<file path="config.mk">
export PLATFORM = sky130hd
export DESIGN_NAME = rx_symbol_aligner_flat
export DESIGN_NICKNAME = d
export VERILOG_FILES = /design/src/rtl/rx_symbol_aligner_if.sv /design/src/rtl/rx_symbol_aligner.sv /design/src/flat_wrapper.sv
export SDC_FILE = /design/constraint.sdc
export NUM_CORES = 1
export LEC_CHECK = 0
export ABC_AREA = 1
export CAP_MARGIN = 20
export CORE_AREA = 3 3 57 59
export DETAILED_ROUTE_END_ITERATION = 6
export DIE_AREA = 0 0 60 62
export PLACE_DENSITY = 0.77
export REMOVE_ABC_BUFFERS = 1
export SLEW_MARGIN = 10
export SYNTH_ARGS = -nofsm -noshare
export SYNTH_HDL_FRONTEND = slang
export SYNTH_SLANG_ARGS = --single-unit
</file>
<file path="constraint.sdc">
create_clock -name CLK -period 2.8 [get_ports CLK]
set_input_delay 0.7 -clock CLK [delete_from_list [all_inputs] [get_ports CLK]]
set_output_delay 0.7 -clock CLK [all_outputs]
set_load 0.01 [all_outputs]
</file>
<file path="src/rtl/rx_symbol_aligner_if.sv">
// rx_symbol_aligner_if: serial input and aligned-symbol outputs of the aligner
interface rx_symbol_aligner_if;
  logic       SERIAL_IN;
  logic [7:0] Rx_buffer;
  logic       VALID;
  logic       ALIGNED;
  modport master (output SERIAL_IN, input Rx_buffer, VALID, ALIGNED);
  modport slave (input SERIAL_IN, output Rx_buffer, VALID, ALIGNED);
endinterface

</file>
<file path="src/rtl/rx_symbol_aligner.sv">
// rx_symbol_aligner: serial-to-parallel stage that locks onto COM symbols and forwards aligned bytes
module rx_symbol_aligner #(
  parameter logic [7:0] COM_SYM        = 8'hBC,
  parameter int         LOCK_COUNT     = 4,
  parameter int         MISALIGN_LIMIT = 2
) (
  input logic CLK,
  input logic RESET_L,
  rx_symbol_aligner_if.slave bus
);
  localparam int CW = $clog2(LOCK_COUNT + 1);
  localparam int MW = $clog2(MISALIGN_LIMIT + 1);
  typedef enum logic [1:0] {HUNT, ALIGN, LOCKED} state_t;
  state_t        state, state_n;
  logic [7:0]    sr, win, rx_buf, rx_buf_n;
  logic [3:0]    fill_cnt, fill_n;
  logic [2:0]    bit_cnt, bit_n;
  logic [CW-1:0] com_cnt, com_n, com_inc;
  logic [MW-1:0] miss_cnt, miss_n, miss_inc;
  logic          valid, valid_n, hit, bnd;
  assign bus.Rx_buffer = rx_buf;
  assign bus.VALID     = valid;
  assign bus.ALIGNED   = (state == LOCKED);
  // next-state: window compare, boundary tracking, lock/unlock decisions and byte forwarding
  always_comb begin
    win      = {bus.SERIAL_IN, sr[7:1]};
    hit      = (fill_cnt >= 4'd7) && (win == COM_SYM);
    bnd      = (bit_cnt == 3'd7);
    fill_n   = (fill_cnt == 4'd8) ? fill_cnt : fill_cnt + 4'd1;
    com_inc  = (com_cnt == CW'(LOCK_COUNT)) ? com_cnt : com_cnt + CW'(1);
    miss_inc = (miss_cnt == MW'(MISALIGN_LIMIT)) ? miss_cnt : miss_cnt + MW'(1);
    state_n  = state;
    bit_n    = bit_cnt + 3'd1;
    com_n    = com_cnt;
    miss_n   = miss_cnt;
    rx_buf_n = rx_buf;
    valid_n  = 1'b0;
    case (state)
      HUNT: if (hit) begin
        bit_n   = 3'd0;
        com_n   = CW'(1);
        miss_n  = '0;
        state_n = (LOCK_COUNT == 1) ? LOCKED : ALIGN;
      end
      ALIGN: if (hit && bnd) begin
        com_n = com_inc;
        if (com_inc == CW'(LOCK_COUNT)) begin
          state_n = LOCKED;
          miss_n  = '0;
        end
      end else if (hit) begin
        bit_n = 3'd0;
        com_n = CW'(1);
      end
      LOCKED: if (hit && bnd) begin
        miss_n = '0;
      end else if (hit) begin
        miss_n  = miss_inc;
        state_n = (miss_inc == MW'(MISALIGN_LIMIT)) ? HUNT : LOCKED;
      end else if (bnd) begin
        rx_buf_n = win;
        valid_n  = 1'b1;
      end
      default: state_n = HUNT;
    endcase
  end
  // state and datapath registers, cleared asynchronously
  always_ff @(posedge CLK or negedge RESET_L) begin
    if (!RESET_L) begin
      state    <= HUNT;
      sr       <= '0;
      fill_cnt <= '0;
      bit_cnt  <= '0;
      com_cnt  <= '0;
      miss_cnt <= '0;
      rx_buf   <= '0;
      valid    <= 1'b0;
    end else begin
      state    <= state_n;
      sr       <= win;
      fill_cnt <= fill_n;
      bit_cnt  <= bit_n;
      com_cnt  <= com_n;
      miss_cnt <= miss_n;
      rx_buf   <= rx_buf_n;
      valid    <= valid_n;
    end
  end
endmodule

</file>
<file path="src/flat_wrapper.sv">
// flat-port wrapper written by rule: the top's interface ports become plain ports
module rx_symbol_aligner_flat 
#(
  parameter logic [7:0] COM_SYM        = 8'hBC,
  parameter int         LOCK_COUNT     = 4,
  parameter int         MISALIGN_LIMIT = 2
)
  (CLK, RESET_L, bus_SERIAL_IN, bus_Rx_buffer, bus_VALID, bus_ALIGNED);
  rx_symbol_aligner_if bus_i ();
  input logic CLK;
  input logic RESET_L;
  input wire logic [$bits(bus_i.SERIAL_IN)-1:0] bus_SERIAL_IN;
  output wire logic [$bits(bus_i.Rx_buffer)-1:0] bus_Rx_buffer;
  output wire logic [$bits(bus_i.VALID)-1:0] bus_VALID;
  output wire logic [$bits(bus_i.ALIGNED)-1:0] bus_ALIGNED;
  assign bus_i.SERIAL_IN = bus_SERIAL_IN;
  assign bus_Rx_buffer = bus_i.Rx_buffer;
  assign bus_VALID = bus_i.VALID;
  assign bus_ALIGNED = bus_i.ALIGNED;
  rx_symbol_aligner #(.COM_SYM(COM_SYM), .LOCK_COUNT(LOCK_COUNT), .MISALIGN_LIMIT(MISALIGN_LIMIT)) u_core (.CLK(CLK), .RESET_L(RESET_L), .bus(bus_i));
endmodule
</file>
==> reports/qor.yml <==
cts:
  cts_setup_buffers: 0
  clkTransAtPathRegs_ns: 0.09
  numCtsBuffers: 5
  htree_levels: 2
  cts_root_buffer: "clkbuf_4"
  cts_tree: "built"
  ctsResizeCount: 0
  clock-sinks: 30
  cts_hold_buf: 0
  clkLatencyLatePin_ns: 0.33
  cts.path.max_buffers: 2
placed_design:
  globalplace.congestion: 0.922
  portBuffers: 12
  dp_hpwl_um: 1710
  dp.cells: 190
sta:
  fin_worst_skew_ns: 0.00296
  rsz0062_at_grt: "no"
  finalSetupTns_ns: 0
  hold_viol: 0
  setup_viol: 0
  min_period_ns: 2.19
  max_slew.worst_pin.slew_ns: 0.366
  drv_slew: 0
  fmax_mhz: 458
  min_period_over_period: 0.780
  maxSlewHeadroom: 0.756
  whs_ns: 0.403
setup_path:
  crit_chain: "inv_2 > nor2_4 > clkdlybuf4s50_1"
  critPathSlowestCell: "clkdlybuf4s50_1"
  cp.required_ns: 2.10
  slowest_delay_ns: 0.55
  r2r-end: "u_core.bus.Rx_buffer[5]"
  path_max_fanout: 5
  reg2reg_slack_ns: 1.14
  critical_path.startpoint: "u_core.state[1]"
  arrival_ns: 1.49
  start_kind: "register"
  end_kind: "output port"
  path_class: "reg -> out"
  critPathCapture: "bus_ALIGNED"
  r2r_cells: 8
  reg2reg_from: "u_core.bit_cnt[0]"
synthesis:
  ys_ff_latch: 30
  avgSynthCellArea_um2: 9.46
  yosys.cell_types.count: 19
  yosys.area.top_type: "dfrtp_1"
  yosys_warnings: 0
  synth_cells: 147
  synthesis.area_mm2: 0.00139
  ys_top_cells_by_area: "dfrtp_1 54%, nand2_1 10%, ha_1 6.3%"
  synth_top_area_share: 0.540
  ys_seq_area_frac: 0.540
route:
  antenna_left: 0
  via_per_inst: 4.85
  drcViolationCount: 0
  wl_um: 2290
  first_pass_iters: 4
  first_iter_violations: 38
  wl_per_cell_um: 11.5
  vias: 961
final_layout:
  final_common_cell: "nand2_1"
  antennaDiodeCount: 0
  area_growth_pct: 15.5
  layout_common_cells: "38 x nand2_1, 30 x dfrtp_1, 16 x inv_1, 12 x clkdlybuf4s50_1, 11 x nor2_1"
  stdcell_count: 198
  post-route-util: 0.582
  nets: 176
  drive_above_1_share: 0.186
grt:
  grtUsageTotal: 0.157
  grt_pass1_wl_um: 4120
  grt_pass1_vias: 947
  grt_antenna_before_repair: 0
  grt_start_max_net_pins: 31
  overflow: 0
floorplan:
  coreArea_mm2: 0.00276
  die_w_um: 60
  start_util: 0.504
  die_area_mm2: 0.00372
  die-height_um: 62
  pin_count: 13
  fp-row-count: 19
job:
  maxCapViolCount: 0
power:
  p_per_area_mw_per_mm2: 788
  cellLeakagePower_nw: 0.810
  vdd_ir_drop_max_uv: 630
min_path:
  hold_start: "u_core.sr[2]"
  hp-class: "reg -> reg"
run_status:
  status: "completed"
-- how the worst min path moves through the flow --
| stage | end | slack [ns] | depth (start not counted) |
|---|---|---|---|
| 2_1_floorplan | u_core.sr[1] | 0.37 | 0 |
| 3_3_place_gp | u_core.sr[1] | 0.38 | 0 |
| 3_5_place_dp | u_core.sr[6] | 0.38 | 0 |
| 4_1_cts | u_core.sr[1] | 0.41 | 0 |
| 5_1_grt | u_core.sr[6] | 0.42 | 0 |
| 6_report | u_core.sr[1] | 0.40 | 0 |
-- Yosys cell counts --
master,n
o22ai_1,3
o21bai_1,1
nand2_1,38
nand3_4,1
nor2_4,5
nor2_1,11
nand3_1,7
inv_1,16
buf_6,1
nand4_1,1
o21ai_0,6
o21ai_2,3
ha_1,7
nand3_2,1
a21oi_1,1
inv_2,6
dfrtp_1,30
xor2_1,2
nand2_2,7
-- cell families after synthesis --
| kind of cell | share of synthesized area |
|---|---|
| AND/OR/NAND/NOR | 0.254 |
| flip-flops | 0.540 |
| buffers and inverters | 0.0675 |
| AO/OA/AOI/OAI | 0.0630 |
| adder cells (fa/ha/maj) | 0.0630 |
| XOR/XNOR | 0.0126 |
-- power by group --
| part | internal [W] | leakage (nW) | total, W | switching, W |
|---|---|---|---|---|
| combinational | 0.000198 | 0.399 | 0.000412 | 0.000214 |
| sequential | 0.000528 | 0.376 | 0.000585 | 0.0000570 |
| clock | 0.000121 | 0.0353 | 0.000268 | 0.000147 |
-- stage by stage --
step / total power [W] / instance area (µm²) / worst slack [ns]
floorplan: 0.000820 / 1380 / 1.29
global placement: 0.000991 / 1550 / 0.663
detailed placement: 0.00101 / 1550 / 0.623
CTS: 0.00129 / 1610 / 0.602
global route: 0.00136 / 1610 / 0.557
finish: 0.00126 / 1610 / 0.615
-- layer usage --
metal	wire (µm)	GRT usage
met1	991	0.182
met5	0	0
met3	100	0.0558
met4	64	0.0949
met2	1130	0.250
-- area by class of cell --
cell class                      count  area, µm²
Inverter                           22       82.6
Sequential cell                    30        751
Clock inverter                      1       5.00
Clock buffer                        7       55.1
Multi-Input combinational cell     94        546
Tap cell                           31       38.8
Timing Repair Buffer               13        128
Fill cell                         235       1150
-- critical path: cells and delay by family, from the launching register on --
| family | cells | cell delay [ns] |
|---|---|---|
| buffers and inverters | 2 | 0.61 |
| DFF | 1 | 0.42 |
| and+or+nand+nor | 1 | 0.12 |
-- registers in the layout (all words and copies together) (netlist names) --
signal                count
u_core.bit_cnt            3
u_core.bus.VALID          1
u_core.state              2
u_core.bus.Rx_buffer      8
u_core.miss_cnt           2
u_core.fill_cnt           4
u_core.sr                 7
u_core.com_cnt            3
No activity file was read; power rests on OpenSTA's default activity.
